==> src/rtl/quick_pair_queue_if.sv <==
// Pair-queue port bundle: push/pop controls, pair data and status flags.
// The queue drives the slave modport; the producer/consumer side uses master.
interface quick_pair_queue_if #(
  parameter int unsigned DATA_W = 32,
  parameter int unsigned DEPTH  = 16,
  parameter int unsigned CNT_W  = $clog2(DEPTH + 1)
);
  logic              clr;
  logic              enq;
  logic              deq;
  logic              lifo;
  logic [DATA_W-1:0] data_lt_i;
  logic [DATA_W-1:0] data_rt_i;
  logic [DATA_W-1:0] data_lt_o;
  logic [DATA_W-1:0] data_rt_o;
  logic              valid_o;
  logic [CNT_W-1:0]  count_o;
  logic              full_o;
  logic              empty_o;
  logic              overflow_o;
  logic              underflow_o;
  logic              dropped_o;

  modport master (
    output clr, enq, deq, lifo, data_lt_i, data_rt_i,
    input  data_lt_o, data_rt_o, valid_o, count_o, full_o, empty_o,
           overflow_o, underflow_o, dropped_o
  );

  modport slave (
    input  clr, enq, deq, lifo, data_lt_i, data_rt_i,
    output data_lt_o, data_rt_o, valid_o, count_o, full_o, empty_o,
           overflow_o, underflow_o, dropped_o
  );
endinterface

==> src/rtl/quick_pair_queue.sv <==
// Runtime FIFO/LIFO queue of (left, right) partition-bound pairs.
// Optional QQ_PAIR_FILTER_EN discards pushes whose left bound is not below the right bound.
module quick_pair_queue #(
  parameter int unsigned DATA_W = 32,
  parameter int unsigned DEPTH  = 16,
  parameter int unsigned CNT_W  = $clog2(DEPTH + 1)
) (
  input logic           clk,
  input logic           rst,
  quick_pair_queue_if.slave q
);
  localparam int unsigned PTR_W = (DEPTH > 1) ? $clog2(DEPTH) : 1;
  localparam logic [PTR_W-1:0] PtrMax  = PTR_W'(DEPTH - 1);
  localparam logic [CNT_W-1:0] CntFull = CNT_W'(DEPTH);

  logic [DATA_W-1:0] mem_lt [DEPTH];
  logic [DATA_W-1:0] mem_rt [DEPTH];

  logic [PTR_W-1:0] rd_ptr_q, wr_ptr_q;
  logic [CNT_W-1:0] count_q, count_d;
  logic             mode_q;
  logic             full_q, empty_q;
  logic             ovf_q, unf_q, drop_q;

  logic             filt, enq_req, enq_ok, deq_ok;
  logic [PTR_W-1:0] top_idx, wr_idx, head_idx;

`ifdef QQ_PAIR_FILTER_EN
  assign filt = q.enq && (q.data_lt_i >= q.data_rt_i);
`else
  assign filt = 1'b0;
`endif

  assign enq_req = q.enq && !filt;
  assign deq_ok  = q.deq && !empty_q;
  // A full queue still takes a push when a pop frees the slot on the same edge.
  assign enq_ok  = enq_req && (!full_q || q.deq);

  always_comb begin
    top_idx  = PTR_W'(count_q - CNT_W'(1));
    head_idx = mode_q ? top_idx : rd_ptr_q;
    wr_idx   = wr_ptr_q;
    if (mode_q) begin
      // Simultaneous push/pop on the stack overwrites the top in place.
      wr_idx = deq_ok ? top_idx : PTR_W'(count_q);
    end
    count_d = count_q;
    if (enq_ok && !deq_ok) begin
      count_d = count_q + CNT_W'(1);
    end else if (deq_ok && !enq_ok) begin
      count_d = count_q - CNT_W'(1);
    end
  end

  always_ff @(posedge clk) begin
    if (enq_ok && !q.clr) begin
      mem_lt[wr_idx] <= q.data_lt_i;
      mem_rt[wr_idx] <= q.data_rt_i;
    end
  end

  always_ff @(posedge clk or negedge rst) begin
    if (!rst) begin
      rd_ptr_q <= '0;
      wr_ptr_q <= '0;
      count_q  <= '0;
      mode_q   <= 1'b0;
      full_q   <= 1'b0;
      empty_q  <= 1'b1;
      ovf_q    <= 1'b0;
      unf_q    <= 1'b0;
      drop_q   <= 1'b0;
    end else if (q.clr) begin
      rd_ptr_q <= '0;
      wr_ptr_q <= '0;
      count_q  <= '0;
      full_q   <= 1'b0;
      empty_q  <= 1'b1;
      ovf_q    <= 1'b0;
      unf_q    <= 1'b0;
      drop_q   <= 1'b0;
    end else begin
      if (!mode_q && deq_ok) begin
        rd_ptr_q <= (rd_ptr_q == PtrMax) ? '0 : rd_ptr_q + PTR_W'(1);
      end
      if (!mode_q && enq_ok) begin
        wr_ptr_q <= (wr_ptr_q == PtrMax) ? '0 : wr_ptr_q + PTR_W'(1);
      end
      // Mode changes only take effect once the queue is drained and idle.
      if (empty_q && !enq_ok) begin
        mode_q <= q.lifo;
      end
      count_q <= count_d;
      full_q  <= (count_d == CntFull);
      empty_q <= (count_d == '0);
      ovf_q   <= enq_req && full_q && !q.deq;
      unf_q   <= q.deq && empty_q;
      drop_q  <= filt;
    end
  end

  assign q.data_lt_o   = empty_q ? '0 : mem_lt[head_idx];
  assign q.data_rt_o   = empty_q ? '0 : mem_rt[head_idx];
  assign q.valid_o     = !empty_q;
  assign q.count_o     = count_q;
  assign q.full_o      = full_q;
  assign q.empty_o     = empty_q;
  assign q.overflow_o  = ovf_q;
  assign q.underflow_o = unf_q;
  assign q.dropped_o   = drop_q;
endmodule
==> src/flat_wrapper.sv <==
// flat-port wrapper written by rule: the top's interface ports become plain ports
module quick_pair_queue_flat 
#(
  parameter int unsigned DATA_W = 32,
  parameter int unsigned DEPTH  = 16,
  parameter int unsigned CNT_W  = $clog2(DEPTH + 1)
)
  (clk, rst, q_clr, q_enq, q_deq, q_lifo, q_data_lt_i, q_data_rt_i, q_data_lt_o, q_data_rt_o, q_valid_o, q_count_o, q_full_o, q_empty_o, q_overflow_o, q_underflow_o, q_dropped_o);
  quick_pair_queue_if #(.DATA_W(DATA_W), .DEPTH(DEPTH), .CNT_W(CNT_W)) q_i ();
  input logic clk;
  input logic rst;
  input wire logic [$bits(q_i.clr)-1:0] q_clr;
  input wire logic [$bits(q_i.enq)-1:0] q_enq;
  input wire logic [$bits(q_i.deq)-1:0] q_deq;
  input wire logic [$bits(q_i.lifo)-1:0] q_lifo;
  input wire logic [$bits(q_i.data_lt_i)-1:0] q_data_lt_i;
  input wire logic [$bits(q_i.data_rt_i)-1:0] q_data_rt_i;
  output wire logic [$bits(q_i.data_lt_o)-1:0] q_data_lt_o;
  output wire logic [$bits(q_i.data_rt_o)-1:0] q_data_rt_o;
  output wire logic [$bits(q_i.valid_o)-1:0] q_valid_o;
  output wire logic [$bits(q_i.count_o)-1:0] q_count_o;
  output wire logic [$bits(q_i.full_o)-1:0] q_full_o;
  output wire logic [$bits(q_i.empty_o)-1:0] q_empty_o;
  output wire logic [$bits(q_i.overflow_o)-1:0] q_overflow_o;
  output wire logic [$bits(q_i.underflow_o)-1:0] q_underflow_o;
  output wire logic [$bits(q_i.dropped_o)-1:0] q_dropped_o;
  assign q_i.clr = q_clr;
  assign q_i.enq = q_enq;
  assign q_i.deq = q_deq;
  assign q_i.lifo = q_lifo;
  assign q_i.data_lt_i = q_data_lt_i;
  assign q_i.data_rt_i = q_data_rt_i;
  assign q_data_lt_o = q_i.data_lt_o;
  assign q_data_rt_o = q_i.data_rt_o;
  assign q_valid_o = q_i.valid_o;
  assign q_count_o = q_i.count_o;
  assign q_full_o = q_i.full_o;
  assign q_empty_o = q_i.empty_o;
  assign q_overflow_o = q_i.overflow_o;
  assign q_underflow_o = q_i.underflow_o;
  assign q_dropped_o = q_i.dropped_o;
  quick_pair_queue #(.DATA_W(DATA_W), .DEPTH(DEPTH), .CNT_W(CNT_W)) u_core (.clk(clk), .rst(rst), .q(q_i));
endmodule
==> config.mk <==
export PLATFORM = sky130hd
export DESIGN_NAME = quick_pair_queue_flat
export DESIGN_NICKNAME = d
export VERILOG_FILES = /design/src/rtl/quick_pair_queue_if.sv /design/src/rtl/quick_pair_queue.sv /design/src/flat_wrapper.sv
export SDC_FILE = /design/constraint.sdc
export NUM_CORES = 1
export LEC_CHECK = 0
export BUFFER_PORTS_ARGS = -buffer_cell sky130_fd_sc_hd__buf_2
export CAP_MARGIN = 0
export CORE_UTILIZATION = 38
export CTS_CLUSTER_SIZE = 25
export DETAILED_ROUTE_END_ITERATION = 10
export PLACE_DENSITY = 0.61
export SLEW_MARGIN = 20
export SYNTH_ARGS = -nofsm -noshare
export SYNTH_HDL_FRONTEND = slang
export SYNTH_SLANG_ARGS = --single-unit
==> constraint.sdc <==
create_clock -name clk -period 4.96 [get_ports clk]
set_input_delay 0.496 -clock clk [delete_from_list [all_inputs] [get_ports clk]]
set_output_delay 0.496 -clock clk [all_outputs]
set_load 0.02 [all_outputs]
==> results.md <==
- Worst setup EP type: primary output
- Wire length after detailed routing: 113,000 um
- Share of async-settable or async-resettable flops after synthesis: 1.73%
- Top Metal Used: met4
- Wire per inst: 27.5 um
- Share of post-route cells with drive strength above 1: 15.6%
- Leak pwr: 16.1 nW
- Detailed-routed wire length on met2: 57,000 um
- Layout filler cell count: 9,399
- Die width: 333 um
- Average footprint of a synthesized cell: 16.6 um2
- Count of flip-flops with a built-in enable after synthesis: 1,024
- Launching element type of the critical path: register
- Final clock period utilization by the worst path: 97.0%
- Met1 Routed Length: 46,800 um
- Clock root buffer master: sky130_fd_sc_hd__clkbuf_16
- Adder and majority cell fraction of the synthesized area: 0.120%
- Area contributors post-synth: sky130_fd_sc_hd__edfxtp_1 (74%), sky130_fd_sc_hd__a211oi_1 (7.0%), sky130_fd_sc_hd__and3_1 (5.8%)
- Worst-path maximum fanout: 40
- Maximum number of pins on one net before global-route repair: 196
- Instance count of the mapped netlist: 2,507
- Detailed-route via count: 24,400
- Pins Over Slew Limit: 0
- Post-Route Hold Slack: 108 ps
- Multiplexer share of the synthesized area: 3.16%
- Most area-hungry cell type in the Yosys netlist: sky130_fd_sc_hd__edfxtp_1
- Reg clk slew, reported paths: 60 ps
- Final critical-path required period: 4810 ps
- Final hold violations: 0
- GR Util All Layers: 19.7%
- Basic-gate share of the synthesized area counting and, or, nand and nor cells: 6.87%
- Count of pins on the block boundary: 145
- Nets: 2,708
- Worst EP arrival: 4310 ps
- Synth cell types: 63
- Max frequency: 0.208 GHz
- Leftover overflow at the end of global routing: 0
- Number of detailed-route iterations in the first pass: 5
- Depth of the CTS H-tree: 3
- Fraction of the core area covered by cells at the end of the flow: 43.8%
- Clock tree from TritonCTS: done
- Number of warnings issued by yosys: 0
- Power Dens Cells: 562 mW/mm2
- Placeable Area: 0.109 mm2
- Cell Count, Final, Fillers Out: 4,124
- Setup WS pre-CTS: 748 ps
- Share of synthesized area occupied by flip-flops and latches: 75.0%
- Result of the run: finished, final reports clean
- Slew HR: 24.3%
- Pin slew with the least headroom to its limit: 1140 ps
- Vertical die dimension: 333 um
- Initial antenna violation count: 9
- TritonCTS Sinks: 1,042
- Req. time, crit path: 4460 ps
- Clk Latency, worst-skew pair: 670 ps
- Std-Cell Rows: 121
- Maximum capacitance violations: 0
- Clock buffers created by TritonCTS: 99
- Maximum ir drop on the vdd rail: 0.396 mV
- Met3 wire length: 6820 um
- Mapped cell area: 0.0416 mm2
- Vias in the first global route: 24,100
- Detailed Place HPWL: 59,900 um
- Synthesized-area fraction occupied by ao, oa, aoi and oai cells: 12.0%
- 1st-iter DRT viols: 2,639
- Hold WC Path Type: input port to register
- RSZ-0062 raised after global routing: false
- Class of the most critical setup path: register to primary output
- ANT nets after route: 0
- Signed area change from the synthesized netlist to the final layout: 14.3%
- CTS Buffer Depth: 3
- Register bit count reported by yosys: 1,042
- Total Die Area: 0.111 mm2
- Parity-gate share of the synthesized area counting xor and xnor cells: 0.253%
- Setup Viol. Count Final: 0
- Count of unresolved DRC violations after routing: 0
- Area fraction of the dominant cell type after synthesis: 73.9%
- Worst Slack Setup Final: 149 ps
- Net count after synthesis: 2,581
- Routability Congestion: 0.784
- Placed cell count: 3,938
- Worst clock skew: 26.4 ps
- Initial standard-cell utilization of the core: 38.3%
- Mean number of vias per cell: 5.91
- Port Buffer Count: 143
- Wire length of the first global-routing pass: 163,000 um
- Most used flip-flop cell after synthesis: sky130_fd_sc_hd__edfxtp_1
- Combinational family with the most area after synthesis: compound AO/OA/AOI/OAI gates
==> flip-flops by register name, indices dropped and copies added, names as in the netlist <==
name                  cells
u_core.q.underflow_o      1
u_core.q.count_o          5
u_core.wr_ptr_q           4
u_core.q.empty_o          1
u_core.mem_lt           512
u_core.q.overflow_o       1
u_core.q.full_o           1
u_core.rd_ptr_q           4
u_core.mem_rt           512
u_core.mode_q             1
==> layout make-up <==
class                           count  area [um2]  share of cell area [%]
Antenna cell                        6        15.0                  0.0316
Clock buffer                      122        2620                    5.50
Clock inverter                     49         504                    1.06
Inverter                            6        22.5                  0.0473
Multi-Input combinational cell   1245        9630                    20.2
Sequential cell                  1042       31200                    65.6
Tap cell                         1414        1770                    3.72
Timing Repair Buffer              240        1820                    3.82
==> synth_stat cells, drive strengths merged, types with 4 or more instances <==
cell and count:
a2111oi 127, a211oi 386, a21oi 10, a22o 64, and3 387, buf 66
clkbuf 151, dfrtp 17, edfxtp 1024, ha 4, inv 6, mux2i 129
nand2 15, nand2b 10, nand3 10, nor2 34, nor3 4, o21ai 6
or2 4, xnor2 5, xor2 4
==> worst max-delay path: stages (launching register included) <==
cell	delay (ps)
sky130_fd_sc_hd__dfrtp_1	940
sky130_fd_sc_hd__or2_4	560
sky130_fd_sc_hd__buf_4	480
sky130_fd_sc_hd__and3_1	220
sky130_fd_sc_hd__a211oi_1	40
sky130_fd_sc_hd__a2111oi_1	890
sky130_fd_sc_hd__a22o_1	310
sky130_fd_sc_hd__buf_2	180
==> timing repair <==
| item | CTS | global route |
|---|---|---|
| hold endpoints to repair | 17 | 0 |
| pin swaps | 1 | 4 |
| resized for setup | 0 | 5 |
| setup endpoints to repair | 1 | 35 |
| buffers inserted | 0 | 5 |
| hold buffers | 1 | 0 |
| gates cloned | 0 | 3 |
==> stage by stage <==
stage | cell area [um2] | power, mW | setup TNS, ps
after floorplan | 41600 | 16.0 | -33090
after global placement | 44300 | 19.2 | 0
after detailed placement | 44300 | 19.3 | 0
final | 47600 | 26.7 | 0
after CTS | 47500 | 26.6 | 0
after global routing | 47600 | 27.7 | 0
==> path summary, 6_finish.rpt <==
| kind | cells past startpoint | endpoint | slack (ps) | startpoint |
|---|---|---|---|---|
| max | 7 | q_data_rt_o[22] | 150 | u_core.mode_q |
| min | 2 | u_core.mode_q | 110 | q_lifo |
| max reg2reg | 6 | u_core.mem_rt[15][12] | 1270 | u_core.mode_q |
| min reg2reg | 1 | u_core.wr_ptr_q[3] | 620 | u_core.wr_ptr_q[3] |
| max in group asynchronous | 2 | u_core.q.empty_o | 4290 | rst |
| min in group asynchronous | 2 | u_core.rd_ptr_q[1] | 310 | rst |
==> where the power goes <==
group,switching (mW),total (mW),internal [mW]
Combinational,6.02,9.01,3.00
Clock,3.14,7.39,4.24
Sequential,0.157,10.3,10.2
Total,9.32,26.7,17.4
==> logic make-up (layout without fill, tap and decap cells) <==
group | after synthesis | in the layout
AO/OA/AOI/OAI | 620 | 622
XOR/XNOR | 9 | 9
adder cells (fa/ha/maj) | 4 | 4
buffers and inverters | 223 | 417
flip-flops | 1042 | 1042
multiplexers | 131 | 131
other | 1 | 7
AND/OR/NAND/NOR | 477 | 478
==> routing by layer <==
metal	track usage, %	vias to the layer above
li1	-	10700
met4	6.28	0
met2	33.7	888
met1	26.0	12700
met5	0	-
met3	2.64	182
==> cells in the final DEF, fill, tap and decap left out, drive strengths merged, types with 4 or more instances in the layout <==
cell      count
a2111oi     127
a211oi      386
a21oi        10
a22o         64
and3        387
buf         239
bufinv       10
clkbuf      122
clkinv       33
clkinvlp      5
dfrtp        17
diode         6
edfxtp     1024
ha            4
inv           7
mux2i       129
nand2        16
nand2b       10
nand3        10
nor2         34
nor3          4
o21ai         6
or2           4
xnor2         5
xor2          4
Power figures use the tool's default switching activity.
